<file path="config.mk">
export PLATFORM = sky130hd
export DESIGN_NAME = avalon_uart
export DESIGN_NICKNAME = d
export VERILOG_FILES = /design/src/rtl/avalon_uart.sv
export SDC_FILE = /design/constraint.sdc
export NUM_CORES = 1
export LEC_CHECK = 0
export BUFFER_PORTS_ARGS = -buffer_cell sky130_fd_sc_hd__buf_4
export CELL_PAD_IN_SITES_DETAIL_PLACEMENT = 2
export CELL_PAD_IN_SITES_GLOBAL_PLACEMENT = 2
export CORE_MARGIN = 3
export CORE_UTILIZATION = 41
export DETAILED_ROUTE_END_ITERATION = 6
export GPL_TIMING_DRIVEN = 0
export PLACE_DENSITY = 0.77
export SYNTH_ARGS = -nofsm -noshare
export SYNTH_HDL_FRONTEND = slang
export SYNTH_HIERARCHICAL = 1
export SYNTH_SLANG_ARGS = --single-unit
</file>
<file path="constraint.sdc">
create_clock -name clk -period 5.7 [get_ports clk]
set_clock_uncertainty 0.1 [all_clocks]
set_input_delay 0.855 -clock clk [delete_from_list [all_inputs] [get_ports clk]]
set_output_delay 0.855 -clock clk [all_outputs]
set_load 0.02 [all_outputs]
</file>
<file path="src/rtl/avalon_uart.sv">
// 8N1 UART on an Avalon-MM slave: TX/RX FIFOs, programmable baud divisor, sticky errors.
// Optional interrupt output and IE register when AVALON_UART_IRQ_EN is defined.

module avalon_uart_fifo #(
  parameter int unsigned DEPTH = 8,
  parameter int unsigned WIDTH = 8
) (
  input  logic             clk,
  input  logic             rst,
  input  logic             push,
  input  logic [WIDTH-1:0] wdata,
  input  logic             pop,
  output logic [WIDTH-1:0] rdata_c,
  output logic             full_c,
  output logic             empty_c
);
  localparam int unsigned AW = $clog2(DEPTH);

  logic [WIDTH-1:0] mem [DEPTH];
  logic [AW:0]      wr_ptr;
  logic [AW:0]      rd_ptr;
  logic             do_push;
  logic             do_pop;

  // Extra pointer MSB distinguishes full from empty; a pop frees a slot for a same-cycle push
  assign empty_c = (wr_ptr == rd_ptr);
  assign full_c  = (wr_ptr[AW] != rd_ptr[AW]) && (wr_ptr[AW-1:0] == rd_ptr[AW-1:0]);
  assign do_pop  = pop && !empty_c;
  assign do_push = push && (!full_c || do_pop);
  assign rdata_c = mem[rd_ptr[AW-1:0]];

  always_ff @(posedge clk) begin
    if (rst) begin
      wr_ptr <= '0;
      rd_ptr <= '0;
    end else begin
      if (do_push) wr_ptr <= wr_ptr + (AW+1)'(1);
      if (do_pop)  rd_ptr <= rd_ptr + (AW+1)'(1);
    end
  end

  always_ff @(posedge clk) begin
    if (do_push) mem[wr_ptr[AW-1:0]] <= wdata;
  end
endmodule

module avalon_uart #(
  parameter int unsigned FIFO_DEPTH  = 8,
  parameter int unsigned DEFAULT_DIV = 434
) (
  input  logic        clk,
  input  logic        rst,
  input  logic        avn_read,
  input  logic        avn_write,
  input  logic [4:0]  avn_address,
  input  logic [3:0]  avn_byte_enable,
  input  logic [31:0] avn_writedata,
  output logic [31:0] avn_readdata,
  output logic        avn_waitrequest,
  output logic        uart_txd,
`ifdef AVALON_UART_IRQ_EN
  output logic        irq,
`endif
  input  logic        uart_rxd
);
  localparam int unsigned DIVW = 16;
  localparam logic [2:0] ADDR_TXDATA = 3'd0;
  localparam logic [2:0] ADDR_RXDATA = 3'd1;
  localparam logic [2:0] ADDR_CTRL   = 3'd2;
  localparam logic [2:0] ADDR_STATUS = 3'd3;
  localparam logic [2:0] ADDR_DIV    = 3'd4;
  localparam logic [2:0] ADDR_IE     = 3'd5;

  typedef enum logic [1:0] {TX_IDLE, TX_START, TX_DATA, TX_STOP} tx_state_t;
  typedef enum logic [1:0] {RX_IDLE, RX_START, RX_DATA, RX_STOP} rx_state_t;

  logic [2:0]      word;
  logic            wr_txdata, rd_rxdata, wr_ctrl, wr_status, wr_div;
  logic [1:0]      ctrl;
  logic [DIVW-1:0] div_q, div_new, div_wr;
  logic            rx_overrun, frame_err, rx_overrun_set, frame_err_set;
  logic [31:0]     rd_data, status;

  logic [7:0]      tx_rdata, rx_rdata;
  logic            tx_full, tx_empty, rx_full, rx_empty;
  logic            tx_pop, tx_busy, rx_push;

  tx_state_t       tx_state, tx_state_d;
  logic [DIVW-1:0] tx_cnt, tx_cnt_d, tx_div, tx_div_d;
  logic [2:0]      tx_bit, tx_bit_d;
  logic [7:0]      tx_shift, tx_shift_d;
  logic            tx_last, tx_go, txd_d;

  rx_state_t       rx_state, rx_state_d;
  logic [DIVW-1:0] rx_cnt, rx_cnt_d, rx_div, rx_div_d, rx_half;
  logic [2:0]      rx_bit, rx_bit_d;
  logic [7:0]      rx_shift, rx_shift_d;
  logic            rxd_meta, rxd_sync, rxd_prev, rx_fall;

  logic            unused_ok;

  assign unused_ok       = &{1'b0, avn_writedata[31:16], avn_byte_enable[3:2], avn_address[1:0]};
  assign avn_waitrequest = 1'b0;

  assign word      = avn_address[4:2];
  assign wr_txdata = avn_write && (word == ADDR_TXDATA) && avn_byte_enable[0];
  assign rd_rxdata = avn_read  && (word == ADDR_RXDATA);
  assign wr_ctrl   = avn_write && (word == ADDR_CTRL)   && avn_byte_enable[0];
  assign wr_status = avn_write && (word == ADDR_STATUS) && avn_byte_enable[0];
  assign wr_div    = avn_write && (word == ADDR_DIV);

  avalon_uart_fifo #(.DEPTH(FIFO_DEPTH), .WIDTH(8)) u_tx_fifo (
    .clk(clk), .rst(rst), .push(wr_txdata), .wdata(avn_writedata[7:0]), .pop(tx_pop),
    .rdata_c(tx_rdata), .full_c(tx_full), .empty_c(tx_empty)
  );

  avalon_uart_fifo #(.DEPTH(FIFO_DEPTH), .WIDTH(8)) u_rx_fifo (
    .clk(clk), .rst(rst), .push(rx_push), .wdata(rx_shift), .pop(rd_rxdata),
    .rdata_c(rx_rdata), .full_c(rx_full), .empty_c(rx_empty)
  );

  // Byte-lane merge of a DIV write, clamped so every bit lasts at least two clocks
  always_comb begin
    div_new = div_q;
    if (avn_byte_enable[0]) div_new[7:0]  = avn_writedata[7:0];
    if (avn_byte_enable[1]) div_new[15:8] = avn_writedata[15:8];
    div_wr = (div_new < DIVW'(2)) ? DIVW'(2) : div_new;
  end

  // A CPU pop in the same cycle makes room, so only a genuinely full FIFO overruns
  assign rx_overrun_set = rx_push && rx_full && !rd_rxdata;

  always_ff @(posedge clk) begin
    if (rst) begin
      ctrl       <= '0;
      div_q      <= DIVW'(DEFAULT_DIV);
      rx_overrun <= 1'b0;
      frame_err  <= 1'b0;
    end else begin
      if (wr_ctrl) ctrl  <= avn_writedata[1:0];
      if (wr_div)  div_q <= div_wr;
      rx_overrun <= rx_overrun_set | (rx_overrun & ~(wr_status & avn_writedata[5]));
      frame_err  <= frame_err_set  | (frame_err  & ~(wr_status & avn_writedata[6]));
    end
  end

  assign tx_busy = (tx_state != TX_IDLE);
  assign status  = {25'b0, frame_err, rx_overrun, tx_busy, rx_empty, rx_full, tx_empty, tx_full};

`ifdef AVALON_UART_IRQ_EN
  logic [2:0] ie;
  always_ff @(posedge clk) begin
    if (rst) begin
      ie  <= '0;
      irq <= 1'b0;
    end else begin
      if (avn_write && (word == ADDR_IE) && avn_byte_enable[0]) ie <= avn_writedata[2:0];
      irq <= (ie[0] & tx_empty) | (ie[1] & ~rx_empty) | (ie[2] & (rx_overrun | frame_err));
    end
  end
`endif

  always_comb begin
    rd_data = '0;
    case (word)
      ADDR_TXDATA: rd_data = {tx_full, 31'b0};
      ADDR_RXDATA: rd_data = rx_empty ? {1'b1, 31'b0} : {1'b0, 23'b0, rx_rdata};
      ADDR_CTRL:   rd_data = {30'b0, ctrl};
      ADDR_STATUS: rd_data = status;
      ADDR_DIV:    rd_data = {16'b0, div_q};
`ifdef AVALON_UART_IRQ_EN
      ADDR_IE:     rd_data = {29'b0, ie};
`endif
      default:     rd_data = '0;
    endcase
  end

  always_ff @(posedge clk) begin
    if (rst)           avn_readdata <= '0;
    else if (avn_read) avn_readdata <= rd_data;
  end

  // TX: divisor is latched at each frame start; txd is registered alongside the state
  assign tx_last = (tx_cnt == (tx_div - DIVW'(1)));
  assign tx_go   = ctrl[0] && !tx_empty;

  always_ff @(posedge clk) begin
    if (rst) begin
      tx_state <= TX_IDLE;
      tx_cnt   <= '0;
      tx_div   <= DIVW'(DEFAULT_DIV);
      tx_bit   <= '0;
      tx_shift <= '0;
      uart_txd <= 1'b1;
    end else begin
      tx_state <= tx_state_d;
      tx_cnt   <= tx_cnt_d;
      tx_div   <= tx_div_d;
      tx_bit   <= tx_bit_d;
      tx_shift <= tx_shift_d;
      uart_txd <= txd_d;
    end
  end

  always_comb begin
    tx_state_d = tx_state;
    tx_cnt_d   = tx_cnt + DIVW'(1);
    tx_div_d   = tx_div;
    tx_bit_d   = tx_bit;
    tx_shift_d = tx_shift;
    txd_d      = uart_txd;
    tx_pop     = 1'b0;
    case (tx_state)
      TX_IDLE: begin
        tx_cnt_d = '0;
        txd_d    = 1'b1;
        if (tx_go) begin
          tx_pop     = 1'b1;
          tx_shift_d = tx_rdata;
          tx_div_d   = div_q;
          tx_state_d = TX_START;
          txd_d      = 1'b0;
        end
      end
      TX_START: begin
        if (tx_last) begin
          tx_cnt_d   = '0;
          tx_bit_d   = '0;
          tx_state_d = TX_DATA;
          txd_d      = tx_shift[0];
        end
      end
      TX_DATA: begin
        if (tx_last) begin
          tx_cnt_d = '0;
          if (tx_bit == 3'd7) begin
            tx_state_d = TX_STOP;
            txd_d      = 1'b1;
          end else begin
            tx_bit_d   = tx_bit + 3'd1;
            tx_shift_d = {1'b0, tx_shift[7:1]};
            txd_d      = tx_shift[1];
          end
        end
      end
      TX_STOP: begin
        if (tx_last) begin
          tx_cnt_d = '0;
          if (tx_go) begin
            tx_pop     = 1'b1;
            tx_shift_d = tx_rdata;
            tx_div_d   = div_q;
            tx_state_d = TX_START;
            txd_d      = 1'b0;
          end else begin
            tx_state_d = TX_IDLE;
            txd_d      = 1'b1;
          end
        end
      end
      default: begin
        tx_state_d = TX_IDLE;
        txd_d      = 1'b1;
      end
    endcase
  end

  // RX: two-flop synchronizer plus one history flop for start-edge detection
  always_ff @(posedge clk) begin
    if (rst) begin
      rxd_meta <= 1'b1;
      rxd_sync <= 1'b1;
      rxd_prev <= 1'b1;
    end else begin
      rxd_meta <= uart_rxd;
      rxd_sync <= rxd_meta;
      rxd_prev <= rxd_sync;
    end
  end

  assign rx_fall = rxd_prev & ~rxd_sync;
  assign rx_half = {1'b0, rx_div[DIVW-1:1]} - DIVW'(1);

  always_ff @(posedge clk) begin
    if (rst) begin
      rx_state <= RX_IDLE;
      rx_cnt   <= '0;
      rx_div   <= DIVW'(DEFAULT_DIV);
      rx_bit   <= '0;
      rx_shift <= '0;
    end else begin
      rx_state <= rx_state_d;
      rx_cnt   <= rx_cnt_d;
      rx_div   <= rx_div_d;
      rx_bit   <= rx_bit_d;
      rx_shift <= rx_shift_d;
    end
  end

  always_comb begin
    rx_state_d    = rx_state;
    rx_cnt_d      = rx_cnt + DIVW'(1);
    rx_div_d      = rx_div;
    rx_bit_d      = rx_bit;
    rx_shift_d    = rx_shift;
    rx_push       = 1'b0;
    frame_err_set = 1'b0;
    case (rx_state)
      RX_IDLE: begin
        rx_cnt_d = '0;
        if (ctrl[1] && rx_fall) begin
          rx_div_d   = div_q;
          rx_state_d = RX_START;
        end
      end
      RX_START: begin
        if (rx_cnt == rx_half) begin
          rx_cnt_d   = '0;
          rx_bit_d   = '0;
          rx_state_d = rxd_sync ? RX_IDLE : RX_DATA;
        end
      end
      RX_DATA: begin
        if (rx_cnt == (rx_div - DIVW'(1))) begin
          rx_cnt_d   = '0;
          rx_shift_d = {rxd_sync, rx_shift[7:1]};
          if (rx_bit == 3'd7) rx_state_d = RX_STOP;
          else                rx_bit_d   = rx_bit + 3'd1;
        end
      end
      RX_STOP: begin
        if (rx_cnt == (rx_div - DIVW'(1))) begin
          rx_cnt_d      = '0;
          rx_push       = rxd_sync;
          frame_err_set = ~rxd_sync;
          rx_state_d    = RX_IDLE;
        end
      end
      default: rx_state_d = RX_IDLE;
    endcase
    if (!ctrl[1]) begin
      rx_state_d    = RX_IDLE;
      rx_push       = 1'b0;
      frame_err_set = 1'b0;
    end
  end
endmodule

</file>
After elaboration in Yosys (flattened, before gate mapping) --
Memory sizes are Yosys's and may differ from the RTL's. A register that Yosys moved wholly into a read port is not among the register bits. Index checks and enable logic that the tools add are counted.
Storage, ports and cells: memory bits (writable) 128, output and inout bits 34, memories kept 2, input bits 46, word-level logic and storage cells 189, register bits 162
Memory list:
- u_rx_fifo.mem | depth 8, width 8, read ports 1, clocked after Yosys merged registers in 1, wr ports 1, RTL line 19 | logic [WIDTH-1:0] mem [DEPTH];
- u_tx_fifo.mem | depth 8, width 8, read ports 1, clocked after Yosys merged registers in 1, wr ports 1, RTL line 19
Cells by class: add/sub/neg operators 11, reduce and logical (&&, ||, !) cells 45, multiplexer cells 63, bitwise gates (word level) 11, $lt $le $gt $ge 1, eq/ne operators 33
Operators with widths (count):
- $pmux W32 S5 | 1
- $mux W16 | 6
- $pmux W16 S2 | 2
- $eq A16 B16 Y1 | 3
- $mux W8 | 6
- $pmux W16 S3 | 1
- $add A16 B1 Y16 const B | 2
- $mux W32 | 1
- $sub A16 B1 Y16 const B | 2
- $mux W3 | 10
- $ne A2 B2 Y1 const B | 12
- $pmux W8 S3 | 1
- $mux W2 | 11
- $logic_and A1 B1 Y1 | 18
- $mux W1 | 18
- $add A4 B1 Y4 const B | 4
- $lt A16 B2 Y1 const B | 1
- $pmux W2 S4 | 2
- $sub A15 B1 Y16 const B | 1
- $pmux W3 S2 | 2
- $reduce_and A4 Y1 | 3
- $reduce_and A5 Y1 | 2
- $eq A3 B3 Y1 const B | 3
- $eq A2 B2 Y1 const B | 4
- 22 further kinds | 48

Longest topological paths before layout --
depth in word-level cells 11, mapped depth 14, mapped depth without buffers 13

Hierarchy --
Netlist, hierarchy kept.
Modules (own cells, without submodules):
- avalon_uart | area an instance 7260.7 sq um, seq. area each 2622.5 sq um, instances 1, cells an instance 884
- avalon_uart_fifo | area an instance 3016.6 sq um, seq. area each 2142.1 sq um, instances 2, cells an instance 164

Worst setup path after synthesis --
No wires, ideal clock.
kind register to register, start reg rx_div[1], end mem u_rx_fifo.mem[0][0], enable pin, path buffers 1, stages on the path, launching flop included 13, clock period less this slack 4158 ps, arrival time 3664 ps, slack 1542 ps, data required time 5205 ps, library setup time 395 ps, cell sequence dfxtp_1 > inv_1 > ha_1 > nor4b_4 > nand2_2 > or4_1 > a2111oi_0 > and4b_1 > buf_4 > nand2_2 > nor2_1 > o21ai_0 > nor4_1
On the way: cells in the longest elaborated chain, start to end 8
Ends and longest elaborated chain:
- start: declaration | RTL line 95 | logic [DIVW-1:0] rx_cnt, rx_cnt_d, rx_div, rx_div_d, rx_half;
- start signal: assignment | RTL line 288 | rx_div <= DIVW'(DEFAULT_DIV);
- start signal: assignment | RTL line 294 | rx_div <= rx_div_d;
- $sub A16 B1 Y16 | RTL line 332 | if (rx_cnt == (rx_div - DIVW'(1))) begin
- $eq A16 B16 Y1 | RTL line 332
- $mux W1 | RTL line 332
- $mux W1 | RTL line 308 | case (rx_state)
- $mux W1 | RTL line 341 | if (!ctrl[1]) begin
- via rx_push | RTL line 86 | logic tx_pop, tx_busy, rx_push;
- $logic_and A1 B1 Y1 | RTL line 29 | assign do_push = push && (!full_c || do_pop);
- $mux W1 | RTL line 43 | if (do_push) mem[wr_ptr[AW-1:0]] <= wdata;
- $mux W1 (not written as such) | RTL line 43
- end: declaration | RTL line 19
The timed path passes the listed nets, and every way through them passes these cells.

Final worst setup path --
start reg tx_div[3], end mem u_tx_fifo.mem[1][3], enable pin
On the way: cells in the longest elaborated chain, start to end 9
Ends and longest elaborated chain:
- start: declaration | RTL line 89 | logic [DIVW-1:0] tx_cnt, tx_cnt_d, tx_div, tx_div_d;
- start signal: assignment | RTL line 191 | tx_div <= DIVW'(DEFAULT_DIV);
- start signal: assignment | RTL line 198 | tx_div <= tx_div_d;
- $sub A16 B1 Y16 | RTL line 184 | assign tx_last = (tx_cnt == (tx_div - DIVW'(1)));
- $eq A16 B16 Y1 | RTL line 184
- $mux W1 | RTL line 247 | if (tx_last) begin
- $pmux W1 S2 | RTL line 213 | case (tx_state)
- via tx_pop | RTL line 86
- $logic_and A1 B1 Y1 | RTL line 28 | assign do_pop = pop && !empty_c;
- $logic_or A1 B1 Y1 | RTL line 29
- $logic_and A1 B1 Y1 | RTL line 29
- $mux W1 | RTL line 43
- $mux W1 (not written as such) | RTL line 43
- end: declaration | RTL line 19
The timed path passes the listed nets, and every way through them passes these cells.

==> impl_results.rst <==
.. list-table::
   :header-rows: 1

   * - Metric
     - Value
   * - Result of the run
     - finished clean
   * - Final count of pins violating max slew
     - 0
   * - Number of flops mapped to enable cells by yosys
     - 128
   * - Synth Register Bits
     - 281
   * - Total wire length
     - 39990 um
   * - Total Nets Final
     - 1368
   * - Share of cells above drive strength 1
     - 17.09%
   * - Area share of the leading cell type in the synthesized netlist
     - 28.91%
   * - Post-synthesis average cell area
     - 10.97 sq um
   * - Initial drt markers
     - 570
   * - First-pass GRT wire length
     - 63190 um
   * - Final Hold Viols
     - 0
   * - Vias per std cell
     - 5.760
   * - Placer congestion estimate
     - 0.8068
   * - Total setup violations reported at the end of the flow
     - 0
   * - Worst Slack Setup Final
     - 0.5450 ns
   * - H-tree depth reported by CTS
     - 1
   * - Sink count of the clock tree
     - 281
   * - Syn-to-layout area delta
     - 14.97%
   * - Cell at the root of the clock tree
     - sky130_fd_sc_hd__clkbuf_16
   * - Transition time at the pin with the least slew margin
     - 1.422 ns
   * - Power per Cell Area
     - 281.0 nW/um^2
   * - Worst VDD drop
     - 0.0002257 V
   * - Flop2flop setup slack
     - 0.55 ns
   * - Final TNS setup
     - 0 ns
   * - Core Footprint
     - 31720 sq um
   * - Global route overflow
     - 0
   * - Diode insertion count for antenna repair
     - 0
   * - Antenna violation net count after detailed routing
     - 0
   * - Proportion of synthesized chip area in sequential cells
     - 51.95%
   * - Setup CP Type
     - flop to flop
   * - TritonCTS buffer count
     - 31
   * - DR DRC count
     - 0
   * - List of most frequent post-synthesis cells
     - 153 x sky130_fd_sc_hd__dfxtp_1, 130 x sky130_fd_sc_hd__nor2_1, 128 x sky130_fd_sc_hd__edfxtp_1
   * - Share of the clock period used by the worst path
     - 90.44%
   * - Clock insertion delay at the later pin of the skew report
     - 0.57 ns
   * - Starting utilization of the core area
     - 41.91%
   * - Core occupancy in the finished layout
     - 48.19%
   * - RSZ-0062 raised after global routing
     - false
   * - Syn. warnings
     - 6
   * - Worst setup timing slack at the placement stage
     - -0.07057 ns
   * - Crit end category
     - flop
   * - Initial antenna violation count
     - 0
   * - Area of the die
     - 34620 sq um
   * - Avg WL per Cell
     - 23.12 um
   * - Cell Count, Final, Fillers Out
     - 1730
   * - IO Port Bufs
     - 41
   * - Netlist area before placement
     - 13290 sq um
   * - Count of TritonRoute iterations in the first routing pass
     - 5
   * - Maximum number of buffers from clock root to sink
     - 3
   * - CP max FO
     - 10
   * - Max-Cap Viols
     - 0
   * - Highest clock frequency the design can meet
     - 194.0 MHz
   * - Largest cells by area after synthesis
     - sky130_fd_sc_hd__edfxtp_1 29%, sky130_fd_sc_hd__dfxtp_1 23%, sky130_fd_sc_hd__mux4_2 5.4%
   * - Worst endpoint required time
     - 5.79 ns
   * - Post-detailed-placement half-perimeter wirelength
     - 28190 um
   * - Vias in the first global route
     - 10780
   * - Static Leakage
     - 5.402 nW
   * - Number of cells in the design after placement
     - 1672
   * - Setup Buffers After CTS
     - 0
   * - Share of flip-flops with an asynchronous set or reset
     - 0%
   * - Clock slew at reported path FFs
     - 0.06 ns
   * - Most common cell in the netlist
     - sky130_fd_sc_hd__dfxtp_1
   * - Final cell area excluding filler cells
     - 15280 sq um
   * - Hold/Removal Path Class
     - flop to flop
   * - Chip Width
     - 186.1 um
   * - CP Data Arrival Time
     - 5.24 ns
   * - Via count of the routed design
     - 9965
   * - Instance area after placement
     - 14200 sq um
   * - Worst setup SP type
     - flop
   * - Relative slew slack
     - 4.973%
   * - Vertical extent of the die
     - 186.1 um
   * - Library cells used by synthesis
     - 87
   * - Flip-flop cell with the highest count after synthesis
     - sky130_fd_sc_hd__dfxtp_1
   * - CTS tree
     - done
   * - Overall power of the completed layout
     - 4.294 mW
   * - Cell taking the most area after synthesis
     - sky130_fd_sc_hd__edfxtp_1
   * - WHS
     - 0.3146 ns
   * - Ports
     - 80
   * - Tmin final
     - 5.155 ns
   * - Gate Count Post-Synth
     - 1212
   * - Global routing usage summed across all routing layers
     - 23.38%
   * - Pin count of the biggest net entering global routing
     - 15
   * - Number of placement rows
     - 65
-- final cells by class --
type                            instances  area, sq um
Timing Repair Buffer                   44        330.3
Buffer                                 86        454.2
Inverter                               31        116.4
Clock inverter                         20        227.7
Multi-Input combinational cell        829         5948
Sequential cell                       281         6907
Clock buffer                           37        798.3
Fill cell                            3292        16430
Tap cell                              402        503.0
-- layout by cell type, fill, tap and decap left out, types with 41 or more instances in the layout --
cell type,n
sky130_fd_sc_hd__dfxtp_1,153
sky130_fd_sc_hd__nand2_1,94
sky130_fd_sc_hd__buf_4,63
sky130_fd_sc_hd__mux2i_1,48
sky130_fd_sc_hd__xor2_1,43
sky130_fd_sc_hd__nand3_1,41
sky130_fd_sc_hd__a21oi_1,61
sky130_fd_sc_hd__xnor2_1,47
sky130_fd_sc_hd__edfxtp_1,128
sky130_fd_sc_hd__nor2_1,130
sky130_fd_sc_hd__clkbuf_1,46
-- path summary, 6_finish.rpt --
path,from,to,cells past startpoint
min reg2reg,rxd_meta,rxd_sync,1
max reg2reg,tx_div[3],u_tx_fifo/mem[1][3],11
min,rxd_meta,rxd_sync,1
max,tx_div[3],u_tx_fifo/mem[1][3],11
-- worst max-delay path, stage by stage, from the launching register on --
cell and delay [ns]:
sky130_fd_sc_hd__dfxtp_1 0.30, sky130_fd_sc_hd__clkbuf_1 0.18, sky130_fd_sc_hd__nor4_1 0.61, sky130_fd_sc_hd__buf_2 0.34, sky130_fd_sc_hd__nand4_1 0.14, sky130_fd_sc_hd__xnor2_1 0.20, sky130_fd_sc_hd__or4_1 0.50, sky130_fd_sc_hd__nor4_4 0.47
sky130_fd_sc_hd__a21oi_1 0.14, sky130_fd_sc_hd__nor3_1 0.56, sky130_fd_sc_hd__o21ai_0 0.43, sky130_fd_sc_hd__nor3_2 0.80
-- report_power, final --
group | internal [mW] | switching (mW) | total, mW
logic | 0.0414 | 0.0899 | 0.131
clock network | 1.22 | 0.834 | 2.05
registers | 2.10 | 0.00726 | 2.11
-- cell families (layout without fill, tap and decap cells) --
family,after synthesis,count (layout),synth area share [%]
xor+xnor,91,91,6.108
buf+inv,117,218,4.292
simple gates,420,420,15.74
other cells,1,16,0.02821
flops,281,281,51.95
fa+ha+maj,18,18,1.694
mux,103,103,10.98
compound gates,181,181,9.205
-- flip-flops by register name, indices dropped and copies added (netlist names), 3 cells and up, named ones only --
| signal | flops |
|---|---|
| div_q | 16 |
| rx_bit | 3 |
| u_tx_fifo/wr_ptr | 4 |
| avn_readdata | 17 |
| tx_shift | 8 |
| tx_div | 16 |
| u_tx_fifo/mem | 64 |
| tx_bit | 3 |
| u_tx_fifo/rd_ptr | 4 |
| rx_shift | 8 |
| rx_div | 16 |
| u_rx_fifo/mem | 64 |
| tx_cnt | 16 |
| u_rx_fifo/rd_ptr | 4 |
| rx_cnt | 16 |
| u_rx_fifo/wr_ptr | 4 |
-- what timing repair did --
action | in CTS | in global routing
pin swaps | 0 | 0
endpoints found under the setup margin | 16 | 22
resized for setup | 2 | 2
hold buffers | 0 | 0
-- routing by layer --
layer | vias to the layer above | global-route usage, % | wire (um)
met2 | 187 | 41.21 | 20050
met3 | 53 | 2.795 | 1482
li1 | 4571 | - | -
met4 | 0 | 5.600 | 771
met1 | 5154 | 30.86 | 17690
met5 | - | 0 | 0
(Power assumes the default switching activity.)
